[config.mk]
export PLATFORM = sky130hd
export DESIGN_NAME = axi_4_master_burst_controller
export DESIGN_NICKNAME = d
export VERILOG_FILES = /design/src/rtl/axi_4_master_burst_controller.sv
export SDC_FILE = /design/constraint.sdc
export NUM_CORES = 1
export LEC_CHECK = 0
export ABC_AREA = 1
export CAP_MARGIN = 20
export CORE_MARGIN = 4
export CORE_UTILIZATION = 33
export DETAILED_ROUTE_END_ITERATION = 6
export GPL_ROUTABILITY_DRIVEN = 1
export HOLD_SLACK_MARGIN = 0.15
export PLACE_DENSITY = 0.82
export SYNTH_ARGS = -nofsm -noshare
export SYNTH_HDL_FRONTEND = slang
export SYNTH_SLANG_ARGS = --single-unit
[constraint.sdc]
create_clock -name clk -period 1.95 [get_ports clk]
set_input_delay 0.39 -clock clk [delete_from_list [all_inputs] [get_ports clk]]
set_output_delay 0.39 -clock clk [all_outputs]
set_load 0.05 [all_outputs]
[src/rtl/axi_4_master_burst_controller.sv]
// Initiator-side AXI4 INCR burst engine: one VLSU load/store request becomes
// one AR+R or AW+W+B transaction, with done/error status pulsed at the end.
module axi_4_master_burst_controller #(
  parameter int ADDR_W = 32,
  parameter int DATA_W = 32,
  parameter int LEN_W  = 8
) (
  input  logic              clk,
  input  logic              reset,
  input  logic              ld_req,
  input  logic              st_req,
  input  logic [ADDR_W-1:0] req_addr,
  input  logic [LEN_W-1:0]  req_len,
  input  logic [DATA_W-1:0] st_data,
  input  logic              st_data_valid,
  output logic              st_data_pop,
  output logic [DATA_W-1:0] ld_data,
  output logic              ld_data_valid,
  output logic              ld_done,
  output logic              st_done,
  output logic              ld_err,
  output logic              st_err,
  output logic              busy,
  output logic [ADDR_W-1:0] m_araddr,
  output logic [LEN_W-1:0]  m_arlen,
  output logic              m_arvalid,
  input  logic              s_arready,
  input  logic [DATA_W-1:0] s_rdata,
  input  logic [1:0]        s_rresp,
  input  logic              s_rlast,
  input  logic              s_rvalid,
  output logic              m_rready,
  output logic [ADDR_W-1:0] m_awaddr,
  output logic [LEN_W-1:0]  m_awlen,
  output logic              m_awvalid,
  input  logic              s_awready,
  output logic [DATA_W-1:0] m_wdata,
  output logic              m_wlast,
  output logic              m_wvalid,
  input  logic              s_wready,
  input  logic [1:0]        s_bresp,
  input  logic              s_bvalid,
  output logic              m_bready,
  output logic [2:0]        dbg_state_o
);

  // Handshakes: a transfer happens on any posedge where valid & ready are both
  // high; a raised valid holds (with stable payload) until that edge.
  typedef enum logic [2:0] {M_IDLE, M_AR, M_R, M_WR, M_B} state_e;

  state_e            state_q, state_d;
  logic [ADDR_W-1:0] addr_q, addr_d;
  logic [LEN_W-1:0]  len_q, len_d;
  logic [LEN_W:0]    beat_cnt_q, beat_cnt_d;
  logic              aw_done_q, aw_done_d;
  logic              rerr_q, rerr_d;
  logic              ld_done_q, ld_done_d, ld_err_q, ld_err_d;
  logic              st_done_q, st_done_d, st_err_q, st_err_d;
  logic [LEN_W:0]    len_ext;
  logic              w_remain, w_hs, aw_ok, w_ok;

  assign len_ext     = {1'b0, len_q};
  assign m_araddr    = addr_q;
  assign m_arlen     = len_q;
  assign m_awaddr    = addr_q;
  assign m_awlen     = len_q;
  assign m_wdata     = st_data;
  assign ld_data     = s_rdata;
  assign ld_done     = ld_done_q;
  assign ld_err      = ld_err_q;
  assign st_done     = st_done_q;
  assign st_err      = st_err_q;
  assign busy        = (state_q != M_IDLE);
  assign dbg_state_o = state_q;

  always_ff @(posedge clk) begin
    if (reset) begin
      state_q    <= M_IDLE;
      addr_q     <= '0;
      len_q      <= '0;
      beat_cnt_q <= '0;
      aw_done_q  <= 1'b0;
      rerr_q     <= 1'b0;
      ld_done_q  <= 1'b0;
      ld_err_q   <= 1'b0;
      st_done_q  <= 1'b0;
      st_err_q   <= 1'b0;
    end else begin
      state_q    <= state_d;
      addr_q     <= addr_d;
      len_q      <= len_d;
      beat_cnt_q <= beat_cnt_d;
      aw_done_q  <= aw_done_d;
      rerr_q     <= rerr_d;
      ld_done_q  <= ld_done_d;
      ld_err_q   <= ld_err_d;
      st_done_q  <= st_done_d;
      st_err_q   <= st_err_d;
    end
  end

  always_comb begin
    state_d       = state_q;
    addr_d        = addr_q;
    len_d         = len_q;
    beat_cnt_d    = beat_cnt_q;
    aw_done_d     = aw_done_q;
    rerr_d        = rerr_q;
    ld_done_d     = 1'b0;
    ld_err_d      = 1'b0;
    st_done_d     = 1'b0;
    st_err_d      = 1'b0;
    m_arvalid     = 1'b0;
    m_rready      = 1'b0;
    ld_data_valid = 1'b0;
    m_awvalid     = 1'b0;
    m_wvalid      = 1'b0;
    m_wlast       = 1'b0;
    st_data_pop   = 1'b0;
    m_bready      = 1'b0;
    w_remain      = 1'b0;
    w_hs          = 1'b0;
    aw_ok         = 1'b0;
    w_ok          = 1'b0;
    case (state_q)
      M_IDLE: begin
        if (ld_req || st_req) begin
          addr_d     = req_addr;
          len_d      = req_len;
          beat_cnt_d = '0;
          aw_done_d  = 1'b0;
          rerr_d     = 1'b0;
          state_d    = ld_req ? M_AR : M_WR;
        end
      end
      M_AR: begin
        m_arvalid = 1'b1;
        if (s_arready) state_d = M_R;
      end
      M_R: begin
        m_rready      = 1'b1;
        ld_data_valid = s_rvalid;
        if (s_rvalid) begin
          beat_cnt_d = beat_cnt_q + 1'b1;
          if (s_rresp != 2'b00) rerr_d = 1'b1;
          if (s_rlast) begin
            // beat_cnt_q counts earlier beats, so the last beat must see len
            state_d   = M_IDLE;
            ld_done_d = 1'b1;
            ld_err_d  = rerr_q | (s_rresp != 2'b00) | (beat_cnt_q != len_ext);
          end
        end
      end
      M_WR: begin
        m_awvalid   = !aw_done_q;
        w_remain    = (beat_cnt_q <= len_ext);
        m_wvalid    = st_data_valid & w_remain;
        m_wlast     = (beat_cnt_q == len_ext);
        w_hs        = m_wvalid & s_wready;
        st_data_pop = w_hs;
        if (w_hs) beat_cnt_d = beat_cnt_q + 1'b1;
        if (m_awvalid && s_awready) aw_done_d = 1'b1;
        aw_ok = aw_done_q | s_awready;
        w_ok  = !w_remain | (w_hs & m_wlast);
        if (aw_ok && w_ok) state_d = M_B;
      end
      M_B: begin
        m_bready = 1'b1;
        if (s_bvalid) begin
          state_d   = M_IDLE;
          st_done_d = 1'b1;
          st_err_d  = (s_bresp != 2'b00);
        end
      end
      default: state_d = M_IDLE;
    endcase
  end

endmodule

==> run metrics <==
outcome=finished, violations left; failing checks=setup timing; CTS buffer count=9; flop2flop setup slack=-0.07 ns; Synth warnings=0; Buffers on Ports=150; GR Layer Usage met3=6.81%; Hold Crit Class=reg -> reg; Vias=3220; Initial Util=34.1%; Synth Register Bits=58; internal power=4.09 mW; Final Cell Area=5090 um2; Post-Synth XOR/XNOR Area=1.04%; antenna violation net count after detailed routing=0; slowest library cell on the worst path=dfxtp_4; dpl hpwl=7.81 mm; root buffer cell=clkbuf_8; Synth Area in Simple Gates=20.5%; nets@finish=666; # IOs=279; Final Hold Fails=0; Seq pwr share=21.5%; core area=9860 um2; area share of fa/ha/maj cells after synthesis=3.35%; crit path DAT=1.82 ns; Max-Cap Viols=0; largest family of logic cells by synthesized area=buffers and inverters; Post-DP Area=4430 um2; total power=8.53 mW; CTS sink count=58; Gate power share=64.6%; Mapped Cells=461; power density cells=1670 nW/um2; Max Clock Skew=0.0101 ns; antenna cells=0; clock group share of total power=13.9%; syn avg cell area=7.29 um2; Slew @ Worst Pin=0.537 ns; Fin Hold WS=0.493 ns; Setup CP Type=reg -> out; Skew-Pair Late Insertion Delay=0.33 ns; CP Buf/Inv Count=2; Min Clock Period, post-route=2.21 ns; global routing usage on met1=17.5%; Die Area=11900 um2; leakage=2.44 nW; post-layout util=51.6%; Netlist cell types=30; WL/cell=16.0 um; Iter 0 DRT Violations=73; DRC Markers=0; area share of the leading cell type in the synthesized netlist=34.5%; mapped cell area=3360 um2; Syn-to-layout area delta=51.5%; crit path max fanout=2; RSZ-0062 raised after global routing=yes; worst stage delay on the critical path=0.36 ns; post-synth top area cell=dfxtp_1; mux contribution to synthesized area=0%; Via density=4.76; fin crit share=114%; largest net degree at the start of global routing=35; fmax=452 MHz; met2 global-route usage=29.0%; Routability Congestion=0.849; DRT Pass-1 Iters=4; gr ovfl total=0; Syn Nets=589; Worst setup EP type=primary output; GRT busiest layer=met2; Layout fillers=874; Final setup viols=12; relative slew slack=64.2%; antenna violations before repair=0; peak supply drop=0.979 mV; dpl ws=0.0649 ns; Reg clk slew, reported paths=0.07 ns; GRT Total Usage=17.3%; clk buf depth=2; Synth area leaders=dfxtp_1, buf_4, nor2_1, o21ai_0, nand2_1; Core Rows=36; die outline height=109 um; CTS tree=built; CTS H-Tree Depth=3; vias in the first global route=3302; final wirelength=10.8 mm; Slew Viols, Final=0; crit-path leading delay family=simple AND/OR/NAND/NOR gates; Synth Area in Compound Gates=11.3%; CTS Hold Bufs=0; CP Launch Type=flip-flop; Die W=109 um; first-pass GRT wire length=16.1 mm; share of cells above drive strength 1=28.7%; Post-synth EDFFs=0; Top FF cell, synth=dfxtp_1; post-route worst setup slack=-0.264 ns; asr flop ratio synth=0%; Sw Ratio=52.1%; sequential area share after synthesis=34.5%; net switching power=4.44 mW; Worst EP required=1.56 ns; Cell Chain, Critical Path=inv_4 -> ha_4 -> or2_1 -> a21oi_2 -> nand3_2 -> nand2_2 -> nand2_4 -> nor2_4 -> buf_12
## cell families (layout without fill, tap and decap cells)
logic type,Yosys count,after routing
AND/OR/NAND/NOR,167,167
flip-flops,58,58
buffers and inverters,153,235
adder cells (fa/ha/maj),9,9
AO/OA/AOI/OAI,70,70
XOR/XNOR,4,4
## placed cells by master, fill, tap and decap left out, types with 6 or more instances in the layout
master and n:
nand3_2 9, nor3_1 7, nor2_1 80, clkbuf_8 9, inv_1 20, nand3_1 8, inv_2 8, dlymetal6s2s_1 25
nor2_4 6, dlygate4sd2_1 8, dfxtp_4 9, buf_4 49, nand2_1 30, o21ai_0 41, ha_4 7, clkdlybuf4s50_1 93
dfxtp_1 44, a21oi_1 15, nand2_2 13, buf_12 7, a21oi_2 8
## cell usage after synthesis (3+ instances only)
master    number
inv_2          3
ha_1           9
dfxtp_1       58
inv_1         31
clkbuf_1      10
buf_4        105
nand2_1       49
o21ai_0       41
nand3_1       17
a21oi_1       22
nor2_1        85
nor3_1         8
## flip-flops by register name (all words and copies together) (netlist names)
signal,cells
dbg_state_o,3
ld_err,1
st_done,1
rerr_q,1
ld_done,1
beat_cnt_q,9
st_err,1
m_araddr,32
m_arlen,8
aw_done_q,1
## cell type report
class | instances | area, um2 | share of cell area [%]
clock inverters | 2 | 11.3 | 0.221
inverters | 34 | 145 | 2.85
flip-flops and latches | 58 | 1200 | 23.6
well taps | 133 | 166 | 3.27
repair buffers | 185 | 1860 | 36.4
clock buffers | 14 | 206 | 4.05
multi-input cells | 250 | 1510 | 29.6
## path summary, 6_finish.rpt
check | to | cells past startpoint | from
worst max-delay path | st_data_pop | 9 | m_arlen[7]$_SDFFE_PP0P_
worst min-delay path | m_arlen[6]$_SDFFE_PP0P_ | 2 | m_arlen[6]$_SDFFE_PP0P_
worst max register to register | beat_cnt_q[1]$_SDFFE_PP0P_ | 15 | m_arlen[5]$_SDFFE_PP0P_
worst min register to register | m_arlen[6]$_SDFFE_PP0P_ | 2 | m_arlen[6]$_SDFFE_PP0P_
## through the flow
step	TNS, ns	std cells
2_1_floorplan	0	461
3_3_place_gp	0	640
3_5_place_dp	0	640
4_1_cts	-0.490	671
5_1_grt	-2.16	676
6_report	-0.909	676
## timing repair
item                       4_1_cts  5_1_grt
setup endpoints to repair        4       42
buffers inserted                15        4
pin swaps                       17       15
cloned                           0        1
resized for setup               33       65
## per-layer routing
layer  vias up  routed length, um
li1       1518                  -
met1      1484               3730
met2       167               5420
met3        51               1020
met4         0                635
met5         -                  0
## power by group through the flow
stage / clock network, mW / registers [mW] / logic [mW]
after floorplan: 0 / 2.82 / 2.98
after global placement: 0 / 1.82 / 4.90
after detailed placement: 0 / 1.84 / 4.96
after CTS: 1.21 / 1.82 / 5.27
after global routing: 1.26 / 1.87 / 5.80
final: 1.19 / 1.83 / 5.51
## worst reg2reg max path, stage by stage, from the launching register on
cell and delay (ns):
dfxtp_4 0.35, inv_2 0.05, ha_4 0.26, nand2_2 0.06
nor2_4 0.16, nand3b_1 0.13, nand3_2 0.10, nand2_2 0.08
buf_4 0.14, buf_4 0.14, nand2_4 0.06, nand2_4 0.08
buf_6 0.15, nand3_2 0.06, nand2_1 0.06, nor2_1 0.10
No activity file was read; power rests on OpenSTA's default activity.
